[config.mk]
export PLATFORM = sky130hd
export DESIGN_NAME = vrf_read_port_arbiter_flat
export DESIGN_NICKNAME = d
export VERILOG_FILES = /design/src/rtl/vrf_read_port_arbiter_if.sv /design/src/rtl/vrf_read_port_arbiter.sv /design/src/flat_wrapper.sv
export SDC_FILE = /design/constraint.sdc
export NUM_CORES = 1
export LEC_CHECK = 0
export CORE_ASPECT_RATIO = 1.1
export CORE_MARGIN = 2
export CORE_UTILIZATION = 35
export DETAILED_ROUTE_END_ITERATION = 12
export GPL_ROUTABILITY_DRIVEN = 1
export PLACE_DENSITY = 0.82
export SYNTH_ARGS = -nofsm -noshare
export SYNTH_HDL_FRONTEND = slang
export SYNTH_SLANG_ARGS = --single-unit
[constraint.sdc]
create_clock -name clock -period 4.2 [get_ports clock]
set_input_delay 0.42 -clock clock [delete_from_list [all_inputs] [get_ports clock]]
set_output_delay 0.42 -clock clock [all_outputs]
set_load 0.03 [all_outputs]
[src/rtl/vrf_read_port_arbiter_if.sv]
// rtl/vrf_read_port_arbiter_if.sv - request, VRF port and response bundle for vrf_read_port_arbiter
interface vrf_read_port_arbiter_if #(
  parameter int NUM_REQ = 4
);
  // requester side
  logic [NUM_REQ-1:0]   req_valid;
  logic [NUM_REQ-1:0]   req_ready;
  logic [5*NUM_REQ-1:0] req_vs;
  logic [NUM_REQ-1:0]   req_offset;
  logic [2*NUM_REQ-1:0] req_read_source;
  logic [3*NUM_REQ-1:0] req_instruction_index;

  // VRF bank read port
  logic                 vrf_req_valid;
  logic                 vrf_req_ready;
  logic [4:0]           vrf_req_vs;
  logic                 vrf_req_offset;
  logic [1:0]           vrf_req_read_source;
  logic [2:0]           vrf_req_instruction_index;
  logic [31:0]          vrf_read_result;

  // response and credit side
  logic [NUM_REQ-1:0]   resp_valid;
  logic [31:0]          resp_data;
  logic [NUM_REQ-1:0]   credit_return;
  logic                 credit_error;

  // arbiter view
  modport slave (
    input  req_valid, req_vs, req_offset, req_read_source, req_instruction_index,
    input  vrf_req_ready, vrf_read_result, credit_return,
    output req_ready,
    output vrf_req_valid, vrf_req_vs, vrf_req_offset, vrf_req_read_source,
    output vrf_req_instruction_index,
    output resp_valid, resp_data, credit_error
  );

  // read pipes plus VRF bank view
  modport master (
    output req_valid, req_vs, req_offset, req_read_source, req_instruction_index,
    output vrf_req_ready, vrf_read_result, credit_return,
    input  req_ready,
    input  vrf_req_valid, vrf_req_vs, vrf_req_offset, vrf_req_read_source,
    input  vrf_req_instruction_index,
    input  resp_valid, resp_data, credit_error
  );
endinterface

[src/rtl/vrf_read_port_arbiter.sv]
// rtl/vrf_read_port_arbiter.sv - credit-gated round-robin VRF read port arbiter (option macro: VRF_ARB_FIXED_PRIO_EN)
module vrf_read_port_arbiter #(
  parameter int NUM_REQ      = 4,
  parameter int READ_LATENCY = 2,
  parameter int CREDITS      = 4
) (
  input logic                    clock,
  input logic                    rst_n,
  vrf_read_port_arbiter_if.slave bus
);
  localparam int         PTR_W      = (NUM_REQ > 1) ? $clog2(NUM_REQ) : 1;
  localparam logic [2:0] CREDIT_MAX = 3'(CREDITS);

  logic [PTR_W-1:0]   w_rr_ptr;
  logic [2:0]         r_credit [NUM_REQ];
  logic [NUM_REQ-1:0] r_tag    [READ_LATENCY];
  logic               r_credit_error;

  logic [NUM_REQ-1:0] w_eligible;
  logic               w_win_found;
  logic [PTR_W-1:0]   w_win_idx;
  int                 w_scan_idx;
  logic [NUM_REQ-1:0] w_win_onehot;
  logic [NUM_REQ-1:0] w_grant;
  logic               w_fire;
  logic [4:0]         w_vs;
  logic               w_offset;
  logic [1:0]         w_read_source;
  logic [2:0]         w_instruction_index;

  // a requester competes only while its result FIFO still has a free slot
  always_comb begin
    w_eligible = '0;
    for (int i = 0; i < NUM_REQ; i++) begin
      w_eligible[i] = bus.req_valid[i] && (r_credit[i] != 3'd0);
    end
  end

  // cyclic search from the pointer; scanning offsets high-to-low leaves the nearest eligible index
  always_comb begin
    w_win_found = 1'b0;
    w_win_idx   = '0;
    w_scan_idx  = 0;
    for (int k = NUM_REQ - 1; k >= 0; k--) begin
      w_scan_idx = int'(w_rr_ptr) + k;
      if (w_scan_idx >= NUM_REQ) begin
        w_scan_idx = w_scan_idx - NUM_REQ;
      end
      if (w_eligible[w_scan_idx[PTR_W-1:0]]) begin
        w_win_found = 1'b1;
        w_win_idx   = w_scan_idx[PTR_W-1:0];
      end
    end
  end

  // steer the winner's fields onto the VRF port
  always_comb begin
    w_win_onehot        = '0;
    w_vs                = '0;
    w_offset            = 1'b0;
    w_read_source       = '0;
    w_instruction_index = '0;
    for (int i = 0; i < NUM_REQ; i++) begin
      if (w_win_found && (w_win_idx == PTR_W'(i))) begin
        w_win_onehot[i]     = 1'b1;
        w_vs                = bus.req_vs[5*i +: 5];
        w_offset            = bus.req_offset[i];
        w_read_source       = bus.req_read_source[2*i +: 2];
        w_instruction_index = bus.req_instruction_index[3*i +: 3];
      end
    end
  end

  // grant is zero unless the VRF port accepts, so it doubles as the fire one-hot
  assign w_grant = w_win_onehot & {NUM_REQ{bus.vrf_req_ready}};
  assign w_fire  = w_win_found & bus.vrf_req_ready;

`ifdef VRF_ARB_FIXED_PRIO_EN
  assign w_rr_ptr = '0;
`else
  logic [PTR_W-1:0] r_rr_ptr;

  // step past the winner on each fire so every requester gets its turn
  always_ff @(posedge clock or negedge rst_n) begin
    if (!rst_n) begin
      r_rr_ptr <= '0;
    end else if (w_fire) begin
      r_rr_ptr <= (int'(w_win_idx) == NUM_REQ - 1) ? '0 : w_win_idx + PTR_W'(1);
    end
  end

  assign w_rr_ptr = r_rr_ptr;
`endif

  // result-FIFO credits: fire takes one, a pop returns one; a return at full credit is an overflow
  always_ff @(posedge clock or negedge rst_n) begin
    if (!rst_n) begin
      for (int i = 0; i < NUM_REQ; i++) begin
        r_credit[i] <= CREDIT_MAX;
      end
      r_credit_error <= 1'b0;
    end else begin
      for (int i = 0; i < NUM_REQ; i++) begin
        if (w_grant[i] && !bus.credit_return[i]) begin
          r_credit[i] <= r_credit[i] - 3'd1;
        end else if (bus.credit_return[i] && !w_grant[i]) begin
          if (r_credit[i] == CREDIT_MAX) begin
            r_credit_error <= 1'b1;
          end else begin
            r_credit[i] <= r_credit[i] + 3'd1;
          end
        end
      end
    end
  end

  // carry each fired requester's one-hot through the fixed read latency
  always_ff @(posedge clock or negedge rst_n) begin
    if (!rst_n) begin
      for (int j = 0; j < READ_LATENCY; j++) begin
        r_tag[j] <= '0;
      end
    end else begin
      r_tag[0] <= w_grant;
      for (int j = 1; j < READ_LATENCY; j++) begin
        r_tag[j] <= r_tag[j-1];
      end
    end
  end

  assign bus.req_ready                 = w_grant;
  assign bus.vrf_req_valid             = w_win_found;
  assign bus.vrf_req_vs                = w_vs;
  assign bus.vrf_req_offset            = w_offset;
  assign bus.vrf_req_read_source       = w_read_source;
  assign bus.vrf_req_instruction_index = w_instruction_index;
  assign bus.resp_valid                = r_tag[READ_LATENCY-1];
  assign bus.resp_data                 = bus.vrf_read_result;
  assign bus.credit_error              = r_credit_error;

endmodule

[src/flat_wrapper.sv]
// flat-port wrapper written by rule: the top's interface ports become plain ports
module vrf_read_port_arbiter_flat 
#(
  parameter int NUM_REQ      = 4,
  parameter int READ_LATENCY = 2,
  parameter int CREDITS      = 4
)
  (clock, rst_n, bus_req_valid, bus_req_vs, bus_req_offset, bus_req_read_source, bus_req_instruction_index, bus_vrf_req_ready, bus_vrf_read_result, bus_credit_return, bus_req_ready, bus_vrf_req_valid, bus_vrf_req_vs, bus_vrf_req_offset, bus_vrf_req_read_source, bus_vrf_req_instruction_index, bus_resp_valid, bus_resp_data, bus_credit_error);
  vrf_read_port_arbiter_if #(.NUM_REQ(NUM_REQ)) bus_i ();
  input logic clock;
  input logic rst_n;
  input wire logic [$bits(bus_i.req_valid)-1:0] bus_req_valid;
  input wire logic [$bits(bus_i.req_vs)-1:0] bus_req_vs;
  input wire logic [$bits(bus_i.req_offset)-1:0] bus_req_offset;
  input wire logic [$bits(bus_i.req_read_source)-1:0] bus_req_read_source;
  input wire logic [$bits(bus_i.req_instruction_index)-1:0] bus_req_instruction_index;
  input wire logic [$bits(bus_i.vrf_req_ready)-1:0] bus_vrf_req_ready;
  input wire logic [$bits(bus_i.vrf_read_result)-1:0] bus_vrf_read_result;
  input wire logic [$bits(bus_i.credit_return)-1:0] bus_credit_return;
  output wire logic [$bits(bus_i.req_ready)-1:0] bus_req_ready;
  output wire logic [$bits(bus_i.vrf_req_valid)-1:0] bus_vrf_req_valid;
  output wire logic [$bits(bus_i.vrf_req_vs)-1:0] bus_vrf_req_vs;
  output wire logic [$bits(bus_i.vrf_req_offset)-1:0] bus_vrf_req_offset;
  output wire logic [$bits(bus_i.vrf_req_read_source)-1:0] bus_vrf_req_read_source;
  output wire logic [$bits(bus_i.vrf_req_instruction_index)-1:0] bus_vrf_req_instruction_index;
  output wire logic [$bits(bus_i.resp_valid)-1:0] bus_resp_valid;
  output wire logic [$bits(bus_i.resp_data)-1:0] bus_resp_data;
  output wire logic [$bits(bus_i.credit_error)-1:0] bus_credit_error;
  assign bus_i.req_valid = bus_req_valid;
  assign bus_i.req_vs = bus_req_vs;
  assign bus_i.req_offset = bus_req_offset;
  assign bus_i.req_read_source = bus_req_read_source;
  assign bus_i.req_instruction_index = bus_req_instruction_index;
  assign bus_i.vrf_req_ready = bus_vrf_req_ready;
  assign bus_i.vrf_read_result = bus_vrf_read_result;
  assign bus_i.credit_return = bus_credit_return;
  assign bus_req_ready = bus_i.req_ready;
  assign bus_vrf_req_valid = bus_i.vrf_req_valid;
  assign bus_vrf_req_vs = bus_i.vrf_req_vs;
  assign bus_vrf_req_offset = bus_i.vrf_req_offset;
  assign bus_vrf_req_read_source = bus_i.vrf_req_read_source;
  assign bus_vrf_req_instruction_index = bus_i.vrf_req_instruction_index;
  assign bus_resp_valid = bus_i.resp_valid;
  assign bus_resp_data = bus_i.resp_data;
  assign bus_credit_error = bus_i.credit_error;
  vrf_read_port_arbiter #(.NUM_REQ(NUM_REQ), .READ_LATENCY(READ_LATENCY), .CREDITS(CREDITS)) u_core (.clock(clock), .rst_n(rst_n), .bus(bus_i));
endmodule
Yosys cells after proc, flatten, opt, wreduce, memory -nomap -nowiden
Cells that the tools add are included.
- register bits after elaboration: 23
- bits of input ports: 87
- output and inout bits: 53
- logic and storage cells: 148
- $add $sub $neg: 16
- magnitude comparators: 8
- eq/ne operators: 12
- multiplexer cells: 65
- bitwise gates (word level): 2
- reduce and logical (&&, ||, !) cells: 37
- operator list (kind ; count):
    3-bit 2-to-1 mux ; 16
    1-bit 2-to-1 mux ; 28
    2-bit 2-to-1 mux ; 13
    5-bit 2-to-1 mux ; 4
    1-bit logical AND ; 16
    3-bit by 1-bit adder with 3-bit output (second input constant) ; 4
    3-bit == test (second input constant) ; 4
    2-bit by 3-bit < comparator with 1-bit output (second input constant) ; 4
    3-bit nonzero test ; 4
    3-bit by 1-bit subtractor with 3-bit output (second input constant) ; 4
    3-bit greater-or-equal comparator (second input constant) ; 3
    1-bit binary-select mux with 2-bit select ; 4
    1-bit zero test ; 8
    2-bit by 1-bit inequality test with 1-bit output (second input constant) ; 4
    2-bit AND reduction ; 4
    2-bit nonzero test ; 4
    2-bit by 1-bit subtractor with 2-bit output (second input constant) ; 4
    2-bit by 2-bit adder with 3-bit output (second input constant) ; 2
    4-bit bitwise AND ; 1
    2-bit by 1-bit == test with 1-bit output (second input constant) ; 2
    2-bit == test (second input constant) ; 2
    2-bit by 1-bit adder with 3-bit output (second input constant) ; 1
    2-bit by 3-bit greater-or-equal comparator with 1-bit output (second input constant) ; 1
    2-bit by 1-bit adder with 2-bit output (second input constant) ; 1
    other kinds (2) ; 2

Longest topological paths before layout
Gate-level depths: netlist of the first run.
- depth in word-level cells: 26
- gate-level depth with buffers: 17
- mapped depth without buffers: 14

Worst setup path after synthesis of the first run
OpenSTA, ideal clock, no wires.
- path kind: reg-to-reg
- start: register u_core.r_credit[11] in the netlist's numbering
- end: register u_core.r_credit[5] in the netlist's numbering
- library setup time: 77 ps
- arrival: 3396 ps
- required time: 4123 ps
- path slack: 727 ps
- cell stages (with the launch flop): 17
- path buffers: 2
- clock period less this slack: 3473 ps
- path through: dfstp_2 -> buf_2 -> o311ai_1 -> a21boi_0 -> o21a_1 -> a21oi_1 -> ha_1 -> clkbuf_1 -> nand3_1 -> inv_1 -> ha_1 -> inv_1 -> fa_1 -> or2_2 -> nand2_1 -> a21oi_1 -> a31oi_1
- cells in the longest elaborated chain, start to end: 16
- elaborated cells between the ends (all ways): 29
- those cells by class: 2 x eq/ne; 18 x mux; 1 x bitwise; 8 x reduce/logical
- RTL lines (element ; RTL line ; text):
    start: declaration ; vrf_read_port_arbiter.sv:15 ; logic [2:0] r_credit [NUM_REQ];
    start signal: indexed assignment ; vrf_read_port_arbiter.sv:105 ; r_credit[i] <= r_credit[i] - 3'd1;
    start signal: indexed assignment ; vrf_read_port_arbiter.sv:110 ; r_credit[i] <= r_credit[i] + 3'd1;
    3-bit nonzero test (*) ; vrf_read_port_arbiter.sv:35 ; w_eligible[i] = bus.req_valid[i] && (r_credit[i] != 3'd0);
    1-bit logical AND (*) ; vrf_read_port_arbiter.sv:35 ;
    1-bit binary-select mux with 2-bit select ; vrf_read_port_arbiter.sv:49 ; if (w_eligible[w_scan_idx[PTR_W-1:0]]) begin
    1-bit 2-to-1 mux (implied by the code) ; vrf_read_port_arbiter.sv:49 ;
    2-bit 2-to-1 mux (4 in series) ; vrf_read_port_arbiter.sv:49 ;
    2-bit == test ; vrf_read_port_arbiter.sv:64 ; if (w_win_found && (w_win_idx == PTR_W'(i))) begin
    1-bit logical AND (*) ; vrf_read_port_arbiter.sv:64 ;
    1-bit 2-to-1 mux (*) ; vrf_read_port_arbiter.sv:64 ;
    4-bit bitwise AND (*) ; vrf_read_port_arbiter.sv:75 ; assign w_grant = w_win_onehot & {NUM_REQ{bus.vrf_req_ready}};
    net bus_req_ready[2] ; flat_wrapper.sv:20 ; output wire logic [$bits(bus_i.req_ready)-1:0] bus_req_ready;
    1-bit zero test ; vrf_read_port_arbiter.sv:106 ; end else if (bus.credit_return[i] && !w_grant[i]) begin
    1-bit logical AND ; vrf_read_port_arbiter.sv:106 ;
    2-bit nonzero test (no source line) ; -- ;
    2-bit AND reduction (no source line) ; -- ;
Mark *: on every way through the listed nets, which the timed path passes. The rest lies on a longest branch. The select of a mux whose other input is x is not followed.
A chain may end at the register's enable or synchronous reset.

Worst setup path after layout of the first run
- start: input bus_req_valid[1]
- end: output bus_vrf_req_instruction_index[1]
- cells in the longest elaborated chain, start to end: 13
- elaborated cells between the ends (all ways): 29
- those cells by class: 3 x eq/ne; 20 x mux; 6 x reduce/logical
- RTL lines (element ; RTL line ; text):
    start: declaration ; flat_wrapper.sv:12 ; input wire logic [$bits(bus_i.req_valid)-1:0] bus_req_valid;
    1-bit logical AND (*) ; vrf_read_port_arbiter.sv:35 ;
    1-bit binary-select mux with 2-bit select ; vrf_read_port_arbiter.sv:49 ;
    1-bit 2-to-1 mux (implied by the code) ; vrf_read_port_arbiter.sv:49 ;
    2-bit 2-to-1 mux (4 in series) ; vrf_read_port_arbiter.sv:49 ;
    2-bit zero test ; vrf_read_port_arbiter.sv:64 ;
    1-bit logical AND ; vrf_read_port_arbiter.sv:64 ;
    3-bit 2-to-1 mux (3 in series) ; vrf_read_port_arbiter.sv:64 ;
    3-bit 2-to-1 mux (*) ; vrf_read_port_arbiter.sv:64 ;
    end: declaration ; flat_wrapper.sv:25 ; output wire logic [$bits(bus_i.vrf_req_instruction_index)-1:0] bus_vrf_req_instruction_index;
Mark *: on every way between the ends. The rest lies on a longest branch, timed or not. The select of a mux whose other input is x is not followed.

==> flow_summary_export.csv, run 1 <==
group,metric,value,unit
die,floorplan.initialDensity,36.6,%
worst_setup_path,crit_path_start_kind,"input port",
worst_setup_path,startpoint_to_endpoint_class_of_the_critical_path,"input port to primary output",
clock_tree,cts_setup_buffers,0,
flow_run,number_of_maximum_capacitance_constraint_violations,0,
die,floorplan.rows,29,
yosys,synth.top_cell.area_share,22.4,%
global_routing,grt_overflow_total,0,
yosys,netlist_area,2130,um2
routing,via_per_inst,5.11,
global_routing,grt_first_pass_wirelength,8830,um
sta,totalNegativeSetupSlack,0,ns
outcome,run_status,"complete, no violations",
layout,finalNetCount,404,
sta,finalHoldViolCount,0,
pwr,pwr-share-comb,72.2,%
sta,min_period_over_period,94.2,%
layout,diodes,0,
sta,worst_slew_pin_slew,1.03,ns
routing,vias,1928,
routing,ant_nets,0,
worst_setup_path,endpoint_kind,"primary output",
sta,finalClockSkew,0.00384,ns
pwr,net-switching-power,1030,uW
sta,slew_headroom,31.1,%
die,chipWidth,78.3,um
clock_tree,ctsHtreeMaxLevel,1,
clock_tree,tritoncts_clock_tree,"done",
yosys,synth_seq_area_share,27.3,%
yosys,dominant_register_cell_in_the_synthesized_netlist,"sky130_fd_sc_hd__dfrtp_1",
sta,layout_min_cycle_time,3.96,ns
worst_setup_path,path_cells,"clkdlybuf4s50_1, o31a_1, nor3_1, nor3_1, ha_2, buf_4, nor2b_1, a221oi_1, a211o_1, a21oi_1, clkdlybuf4s50_1",
sta,rsz0062_at_grt,"false",
worst_setup_path,critical_path_peak_fanout,11,
worst_setup_path,timing.critical_path.slowest_stage_cell,"sky130_fd_sc_hd__clkdlybuf4s50_1",
layout,final.fill_count,591,
yosys,synth_cells,262,
clock_tree,cts_max_path_buffers,2,
worst_setup_path,critical-path-max-stage-delay,0.64,ns
worst_setup_path,worst_ep_arrival_time,3.54,ns
yosys,synth_enable_flop_cells,0,
die,core_region_area,5810,um2
die,dieArea,6720,um2
routing,dr_drc_count,0,
pwr,p_leak,0.00119,uW
routing,routed_wirelength,5410,um
layout,layout_cell_share_with_drive_strength_beyond_1,6.67,%
pwr,p_seq_share,21.2,%
pwr,p_per_area,760,nW/um2
routing,first_iter_violations,46,
worst_hold_path,worst_hold_path_type,"register to register",
yosys,synth_fp_nets,365,
layout,areaGrowthSynthToFinish,29.0,%
yosys,synth_seq_cells,23,
clock_tree,ctsRootBufferMaster,"sky130_fd_sc_hd__clkbuf_8",
clock_tree,clock_pin_slew_on_the_worst_setup_and_hold_paths,0.08,ns
sta,maxClockFrequency,253,MHz
clock_tree,clock_sinks,23,
pwr,clock_power_share,6.7,%
yosys,netlist-cell-type-count,41,
pwr,power.internal,1060,uW
routing,drt-wirelength-per-cell,14.4,um
pwr,vdd_ir_drop_max,0.318,mV
global_routing,track_usage,16.1,%
place,port_buffers,75,
global_routing,largest_net_degree_at_the_start_of_global_routing,24,
place,global_placement_routability_congestion,0.775,
layout,postLayoutCoreUtil,47.3,%
clock_tree,insertion_delay,0.26,ns
die,fp.dieH,85.8,um
yosys,synthArstFlopShare,100,%
sta,drv_slew,0,
yosys,synth.yosys.warnings,0,
sta,report.final.setup_viol,0,
yosys,postSynthAreaPerCell,8.12,um2
worst_setup_path,worst-endpoint-required,3.78,ns
die,boundaryPins,140,
yosys,post_synth_main_area_contributors,"sky130_fd_sc_hd__dfrtp_1 (22%), sky130_fd_sc_hd__buf_4 (13%), sky130_fd_sc_hd__ha_1 (7.1%)",
pwr,fin_total_pwr,2090,uW
global_routing,grt_pass1_vias,1972,
clock_tree,cts_buffers,3,
worst_setup_path,rrSetupSlack,0.56,ns
global_routing,antenna_violations_before_repair,0,
place,dpl.hpwl,4320,um
pwr,swShare,49.3,%
yosys,yosysTopAreaCell,"sky130_fd_sc_hd__dfrtp_1",
routing,drt_pass1_iterations,4,
## area by class of cell
cell class,count,area (um2),area share (%)
Clock buffer,4,45.0,1.64
Inverter,40,150,5.47
Multi-Input combinational cell,153,1080,39.5
Sequential cell,23,581,21.2
Tap cell,77,96.3,3.51
Timing Repair Buffer,80,788,28.7
## per-layer routing
metal  vias to the layer above  track usage (%)  routed length (um)  share of wire (%)
li1                        953                -                   -                  -
met1                       890             18.8                2260                 42
met2                        75             29.6                2610                 48
met3                        10             2.74                 453                8.4
met4                         0             5.90                  91                1.7
met5                         -                0                   0                  0
## logic make-up after synthesis
kind of cell / Yosys count / synth area share, %
compound gates: 81 / 26.8
flops: 23 / 27.3
simple gates: 56 / 13.2
buf+inv: 86 / 21.9
fa+ha+maj: 16 / 10.8
## cell usage after synthesis (all sizes together), types with 2 or more instances
| master | count |
|---|---|
| buf | 42 |
| inv | 40 |
| a21oi | 26 |
| dfrtp | 19 |
| nand2 | 17 |
| a221oi | 13 |
| ha | 12 |
| a211o | 11 |
| nor2 | 9 |
| o21ai | 9 |
| nor2b | 8 |
| nand3 | 6 |
| a31oi | 5 |
| nor3 | 5 |
| clkbuf | 4 |
| dfstp | 4 |
| fa | 4 |
| nand4 | 4 |
| o31ai | 4 |
| a311o | 2 |
| nand2b | 2 |
| o311ai | 2 |
| o31a | 2 |
## what timing repair did
action / 4_1_cts / 5_1_grt
hold buffers: 0 / 0
endpoints found under the setup margin: 0 / 4
gates resized for setup: 0 / 1
## placed cells by master (no fill, tap or decap), types with 2 or more instances in the layout
| cell | Yosys | layout |
|---|---|---|
| sky130_fd_sc_hd__fa_1 | 4 | 4 |
| sky130_fd_sc_hd__nor2b_1 | 8 | 8 |
| sky130_fd_sc_hd__a31oi_1 | 5 | 5 |
| sky130_fd_sc_hd__o31a_1 | 2 | 2 |
| sky130_fd_sc_hd__inv_1 | 39 | 39 |
| sky130_fd_sc_hd__nand2_1 | 17 | 17 |
| sky130_fd_sc_hd__nand4_1 | 4 | 4 |
| sky130_fd_sc_hd__buf_4 | 36 | 5 |
| sky130_fd_sc_hd__a21oi_1 | 25 | 25 |
| sky130_fd_sc_hd__o21ai_0 | 9 | 9 |
| sky130_fd_sc_hd__clkbuf_8 | 0 | 3 |
| sky130_fd_sc_hd__o31ai_2 | 2 | 2 |
| sky130_fd_sc_hd__nand3_1 | 6 | 6 |
| sky130_fd_sc_hd__a211o_1 | 11 | 11 |
| sky130_fd_sc_hd__nand2b_1 | 2 | 2 |
| sky130_fd_sc_hd__ha_1 | 12 | 11 |
| sky130_fd_sc_hd__nor2_1 | 9 | 9 |
| sky130_fd_sc_hd__dfrtp_1 | 19 | 19 |
| sky130_fd_sc_hd__a221oi_1 | 13 | 13 |
| sky130_fd_sc_hd__dfstp_2 | 4 | 4 |
| sky130_fd_sc_hd__nor3_1 | 4 | 4 |
| sky130_fd_sc_hd__clkdlybuf4s50_1 | 0 | 75 |
| sky130_fd_sc_hd__a311o_1 | 2 | 2 |
| sky130_fd_sc_hd__o31ai_1 | 2 | 2 |
## final timing paths
check	start	to	cells past startpoint
max	bus_req_valid[1]	bus_vrf_req_instruction_index[1]	11
min	u_core.r_tag[4]	u_core.bus.resp_valid[0]	0
max reg2reg	u_core.r_credit[9]	u_core.r_credit[2]	10
min reg2reg	u_core.r_tag[4]	u_core.bus.resp_valid[0]	0
max in group asynchronous	rst_n	u_core.bus.resp_valid[3]	1
min in group asynchronous	rst_n	u_core.r_tag[5]	1
## per-stage QoR
stage                     instance area (um2)  worst slack [ns]  hold WS [ns]  instances
final                                    2740             0.243         0.354        377
after global routing                     2740            0.0547         0.369        377
after CTS                                2740             0.161         0.357        377
after detailed placement                 2700             0.173         0.337        373
after global placement                   2700             0.258         0.334        373
after floorplan                          2130             0.727         0.124        262
## flip-flops by register name (all words and copies together), names as in the netlist
signal / flops
u_core.r_credit: 12
u_core.bus.resp_valid: 4
u_core.r_tag: 4
u_core.r_rr_ptr: 2
u_core.bus.credit_error: 1
## power groups by stage
stage	clock network (uW)	registers [uW]	logic (uW)
floorplan	0	408	1090
global placement	0	440	1470
detailed placement	0	444	1510
CTS	142	440	1510
global route	154	462	1640
finish	139	441	1510
## worst max-delay path, delay by kind of cell
kind / cells / cell delay [ns]
buf+inv: 3 / 1.35
compound gates: 4 / 0.81
simple gates: 3 / 0.57
fa+ha+maj: 1 / 0.39
Note: power is estimated with default switching activity, not from simulation.
==> inputs of run 2 (changes only) <==
Settings changed: CELL_PAD_IN_SITES_DETAIL_PLACEMENT set to 1, CELL_PAD_IN_SITES_GLOBAL_PLACEMENT set to 1, CORE_ASPECT_RATIO 1.1 to 0.7, CORE_UTILIZATION 35 to 25, PLACE_DENSITY 0.82 to 0.85.
==> run 2 against run 1 <==
Against the previous run:
- clock-buffer cell count did not move
- first-iteration DRC count is 13% higher
- global-route usage is 2.4 points lower
- critical path type unchanged
- highest routed layer unchanged
==> flow_summary_export.csv, run 2 (synthesis gave the netlist of run 1 again) <==
group,metric,value,unit
flow_run,number_of_maximum_capacitance_constraint_violations,0,
layout,final_std_cells_w_o_fill,405,
worst_setup_path,endpoint_kind,"primary output",
clock_tree,cts_max_path_buffers,2,
place,port_buffers,75,
sta,worst_slew_pin_slew,1.08,ns
worst_setup_path,crit-reg2reg-launch,"u_core.r_credit[9]",
sta,maxClockFrequency,250,MHz
layout,register_with_the_most_flip_flops,"u_core.r_credit",
routing,drt_pass1_iterations,4,
clock_tree,insertion_delay,0.25,ns
layout,final.fill_count,996,
sta,totalNegativeSetupSlack,0,ns
worst_setup_path,critical_path_peak_fanout,14,
pwr,p_leak,0.00121,uW
die,chipWidth,114,um
clock_tree,ctsHtreeMaxLevel,1,
sta,layout_min_cycle_time,3.99,ns
sta,finalHoldViolCount,0,
die,fp.dieH,81.2,um
clock_tree,cts_buffers,3,
place,dpl.hpwl,5150,um
routing,vias,1968,
global_routing,antenna_violations_before_repair,0,
clock_tree,clock_pin_slew_on_the_worst_setup_and_hold_paths,0.06,ns
place,placed_cells,401,
sta,slew_headroom,27.8,%
clock_tree,post_cts_resized,0,
clock_tree,holdBufCountCts,0,
outcome,run_status,"complete, no violations",
worst_hold_path,hold_path_startpoint,"u_core.r_tag[4]",
die,dieArea,9270,um2
clock_tree,tritoncts_clock_tree,"done",
layout,layout_cell_share_with_drive_strength_beyond_1,6.67,%
routing,dr_drc_count,0,
worst_setup_path,crit_path_start_kind,"input port",
worst_setup_path,critical_path.reg2reg.endpoint,"u_core.r_credit[5]",
layout,layout.cells.most_common_list,"sky130_fd_sc_hd__clkdlybuf4s50_1 (74), sky130_fd_sc_hd__inv_1 (39), sky130_fd_sc_hd__a21oi_1 (25)",
worst_hold_path,worst_hold_path_type,"register to register",
die,boundaryPins,140,
layout,finalNetCount,404,
routing,first_iter_violations,52,
pwr,fin_total_pwr,2180,uW
worst_setup_path,worst-endpoint-required,3.78,ns
sta,report.final.setup_viol,0,
routing,ant_nets,0,
die,core_region_area,8370,um2
die,floorplan.rows,28,
die,floorplan.initialDensity,25.4,%
global_routing,grt_overflow_total,0,
sta,drv_slew,0,
routing,routed_wirelength,6390,um
clock_tree,ctsRootBufferMaster,"sky130_fd_sc_hd__clkbuf_16",
worst_setup_path,startpoint_to_endpoint_class_of_the_critical_path,"input port to primary output",
global_routing,grt_first_pass_wirelength,10200,um
place,global_placement_routability_congestion,0.806,
worst_setup_path,rrSetupSlack,0.72,ns
worst_setup_path,worstRegToRegCells,14,
sta,min_period_over_period,95.1,%
layout,mostFrequentLayoutCell,"sky130_fd_sc_hd__clkdlybuf4s50_1",
worst_setup_path,worst_ep_arrival_time,3.57,ns
sta,finalClockSkew,0.00516,ns
sta,holdWs,0.350,ns
sta,rsz0062_at_grt,"false",
layout,area_of_the_multi_input_gates,1080,um2
layout,diodes,0,
clock_tree,cts_setup_buffers,0,
pwr,vdd_ir_drop_max,0.299,mV
worst_hold_path,whs_path_depth,0,
global_routing,track_usage,13.7,%
layout,max_ffs_per_register,12,
layout,area.sequential,581,um2
pwr,p_per_area,776,nW/um2
global_routing,largest_net_degree_at_the_start_of_global_routing,24,
routing,via_per_inst,4.86,
global_routing,grt_pass1_vias,2056,
clock_tree,clock_sinks,23,
worst_hold_path,worst_hold_path.endpoint,"u_core.bus.resp_valid[0]",
layout,areaGrowthSynthToFinish,32.0,%
routing,drt-wirelength-per-cell,15.8,um
## run 2: cell count changes in the layout (fill, tap and decap cells not counted), sizes merged
cell and delta:
buf +1, clkdlybuf4s50 -1
## run 2: power by group
group          leakage [uW]  switching (uW)  internal (uW)
clock network     0.0000382            78.2            130
registers          0.000277             124            330
logic              0.000892             865            653
## run 2: how the worst max path moves through the flow
| stage | from | end | slack [ns] | cells past startpoint |
|---|---|---|---|---|
| 3_3_place_gp | bus_req_valid[0] | bus_vrf_req_vs[2] | 0.31 | 11 |
| 3_5_place_dp | bus_req_valid[0] | bus_vrf_req_vs[2] | 0.19 | 11 |
| 4_1_cts | bus_req_valid[0] | bus_vrf_req_vs[2] | 0.19 | 11 |
| 5_1_grt | bus_req_valid[0] | bus_vrf_req_vs[2] | 0.01 | 11 |
| 2_1_floorplan | u_core.r_credit[11] | u_core.r_credit[5] | 0.73 | 16 |
| 6_report | bus_req_valid[0] | bus_vrf_req_vs[0] | 0.21 | 11 |
## run 2: final cells by class
cell class | instances | area share [%]
tap | 105 | 4.68
multi-input combinational | 153 | 38.5
timing repair buffer | 80 | 28.0
inverter | 40 | 5.35
clock buffer | 4 | 2.81
sequential | 23 | 20.7
## run 2: worst max-delay path, stage by stage
cell and delay (ns):
sky130_fd_sc_hd__clkdlybuf4s50_1 0.52, sky130_fd_sc_hd__or3b_2 0.46, sky130_fd_sc_hd__o22ai_1 0.17, sky130_fd_sc_hd__nor3_1 0.12, sky130_fd_sc_hd__inv_1 0.10, sky130_fd_sc_hd__ha_1 0.36, sky130_fd_sc_hd__buf_4 0.27, sky130_fd_sc_hd__a221oi_1 0.08
sky130_fd_sc_hd__a211o_1 0.24, sky130_fd_sc_hd__a21oi_1 0.15, sky130_fd_sc_hd__clkdlybuf4s50_1 0.68
## run 2: metrics by stage
stage | setup slack (ns) | util [%] | area, um2
2_1_floorplan | 0.727 | - | 2130
3_3_place_gp | 0.311 | 32.6 | 2730
3_5_place_dp | 0.186 | 32.6 | 2730
4_1_cts | 0.188 | 33.5 | 2810
5_1_grt | 0.0102 | 33.5 | 2810
6_report | 0.206 | 33.5 | 2810
## run 2: metal layers
| layer | up-vias | wire [um] | track usage [%] |
|---|---|---|---|
| li1 | 956 | - | - |
| met1 | 970 | 3060 | 18.4 |
| met2 | 36 | 3130 | 23.3 |
| met3 | 6 | 180 | 2.91 |
| met4 | 0 | 26 | 1.83 |
| met5 | - | 0 | 0 |
==> inputs of run 3 (changes only) <==
Settings changed: SETUP_SLACK_MARGIN set to 0.02.
==> run 3 against run 2 <==
Against the previous run:
- flip-flop and latch count did not move
- setup slack gained 0.018 ns
- global-route usage unchanged
- largest cell class unchanged
- largest power group unchanged
==> flow_summary_export.csv, run 3 (synthesis gave the netlist of run 1 again) <==
group,metric,value,unit
routing,routed_wirelength,6400,um
routing,first_iter_violations,60,
sta,layout_min_cycle_time,3.98,ns
worst_setup_path,endpoint_kind,"primary output",
pwr,p_seq_share,20.8,%
pwr,fin_total_pwr,2180,uW
worst_setup_path,worst_ep_arrival_time,3.56,ns
clock_tree,cts_max_path_buffers,2,
sta,rsz0062_at_grt,"false",
layout,final.fill_count,996,
layout,max_ffs_per_register,12,
die,core_region_area,8370,um2
clock_tree,ctsRootBufferMaster,"sky130_fd_sc_hd__clkbuf_16",
global_routing,grt_pass1_vias,2056,
place,preCtsSetupSlack,0.186,ns
outcome,run_status,"complete, no violations",
sta,drv_slew,0,
pwr,vdd_ir_drop_max,0.301,mV
clock_tree,insertion_delay,0.25,ns
global_routing,grt_first_pass_wirelength,10200,um
worst_hold_path,hold_path_startpoint,"u_core.r_tag[4]",
routing,ant_nets,0,
worst_setup_path,timing.critical_path.slowest_stage_cell,"sky130_fd_sc_hd__clkdlybuf4s50_1",
place,global_placement_routability_congestion,0.806,
routing,dr_drc_count,0,
sta,min_period_over_period,94.7,%
layout,diodes,0,
worst_setup_path,crit_start,"bus_req_valid[0]",
die,floorplan.rows,28,
pwr,p_per_area,775,nW/um2
clock_tree,clock_pin_slew_on_the_worst_setup_and_hold_paths,0.06,ns
global_routing,antenna_violations_before_repair,0,
layout,finalNetCount,404,
worst_setup_path,crit_buf_inv,3,
worst_setup_path,crit_family,"buffers and inverters",
global_routing,largest_net_degree_at_the_start_of_global_routing,24,
pwr,pwr-share-comb,69.7,%
place,port_buffers,75,
worst_setup_path,crit-reg2reg-launch,"u_core.r_credit[9]",
die,fp.dieH,81.2,um
sta,report.final.setup_viol,0,
pwr,clock_power_share,9.5,%
clock_tree,cts_buffers,3,
global_routing,grt_overflow_total,0,
worst_setup_path,timing.critical_path.mode_cell,"sky130_fd_sc_hd__clkdlybuf4s50_1",
worst_setup_path,critical_path_peak_fanout,4,
die,chipWidth,114,um
worst_hold_path,worst_hold_path_type,"register to register",
clock_tree,holdBufCountCts,0,
clock_tree,clock_sinks,23,
sta,worst_slew_pin_slew,1.08,ns
sta,maxClockFrequency,252,MHz
layout,area.sequential,581,um2
clock_tree,tritoncts_clock_tree,"done",
layout,layout_cell_share_with_drive_strength_beyond_1,7.00,%
routing,vias,1971,
pwr,net-switching-power,1070,uW
layout,mostFrequentLayoutCell,"sky130_fd_sc_hd__clkdlybuf4s50_1",
die,floorplan.initialDensity,25.4,%
sta,totalNegativeSetupSlack,0,ns
place,dpl.hpwl,5150,um
routing,drt_pass1_iterations,4,
routing,via_per_inst,4.87,
pwr,swShare,49.0,%
die,boundaryPins,140,
worst_setup_path,startpoint_to_endpoint_class_of_the_critical_path,"input port to primary output",
layout,area_of_the_multi_input_gates,1080,um2
pwr,p_leak,0.00122,uW
flow_run,number_of_maximum_capacitance_constraint_violations,0,
clock_tree,ctsHtreeMaxLevel,1,
sta,setup_ws,0.224,ns
worst_setup_path,worst-endpoint-required,3.78,ns
layout,layout.cells.most_common_list,"sky130_fd_sc_hd__clkdlybuf4s50_1 (73), sky130_fd_sc_hd__inv_1 (39), sky130_fd_sc_hd__a21oi_1 (25)",
pwr,power.internal,1110,uW
worst_setup_path,path_cells,"clkdlybuf4s50_1, or3b_2, o22ai_1, nor3_1, inv_1, ha_1, nor2b_1, a221oi_1, a211o_1, a21oi_1, clkdlybuf4s50_1",
global_routing,track_usage,13.7,%
sta,finalClockSkew,0.00516,ns
routing,drt-wirelength-per-cell,15.8,um
layout,areaGrowthSynthToFinish,32.2,%
die,dieArea,9270,um2
layout,register_with_the_most_flip_flops,"u_core.r_credit",
worst_setup_path,critical-path-max-stage-delay,0.69,ns
sta,slew_headroom,27.8,%
worst_setup_path,crit_path_start_kind,"input port",
sta,finalHoldViolCount,0,
## run 3: area by class of cell
class / instances / area share (%)
Multi-Input combinational cell: 153 / 38.5
Timing Repair Buffer: 80 / 28.0
Sequential cell: 23 / 20.6
Inverter: 40 / 5.34
Tap cell: 105 / 4.67
Clock buffer: 4 / 2.80
## run 3: path summary, 6_finish.rpt
path,end,slack [ns],depth (start not counted)
worst max-delay path,bus_vrf_req_instruction_index[2],0.22,11
worst min-delay path,u_core.bus.resp_valid[0],0.35,0
worst max register to register,u_core.r_credit[5],0.80,14
worst min register to register,u_core.bus.resp_valid[0],0.35,0
max in group asynchronous,u_core.r_credit[4],2.80,1
min in group asynchronous,u_core.bus.resp_valid[2],0.75,1
## run 3: repair_timing
item | CTS | global route
resized for setup | 0 | 2
endpoints found under the setup margin | 0 | 3
setup buffers | 0 | 0
## run 3: routing by layer
metal | wire length (um) | global-route usage [%] | vias to the layer above
li1 | - | - | 957
met1 | 3060 | 18.4 | 972
met2 | 3140 | 23.3 | 36
met3 | 180 | 2.91 | 6
met4 | 26 | 1.83 | 0
met5 | 0 | 0 | -
## run 3: power groups by stage
stage / clock network (uW) / registers, uW / logic, uW
3_5_place_dp: 0 / 452 / 1530
4_1_cts: 215 / 452 / 1530
3_3_place_gp: 0 / 442 / 1470
5_1_grt: 229 / 468 / 1670
2_1_floorplan: 0 / 408 / 1090
6_report: 208 / 453 / 1520
## run 3: per-stage QoR
step	cells	utilization, %	area (um2)	hold slack, ns
finish	405	33.6	2810	0.350
floorplan	262	-	2130	0.124
CTS	405	33.5	2810	0.353
global placement	401	32.6	2730	0.335
global route	405	33.6	2810	0.354
detailed placement	401	32.6	2730	0.339
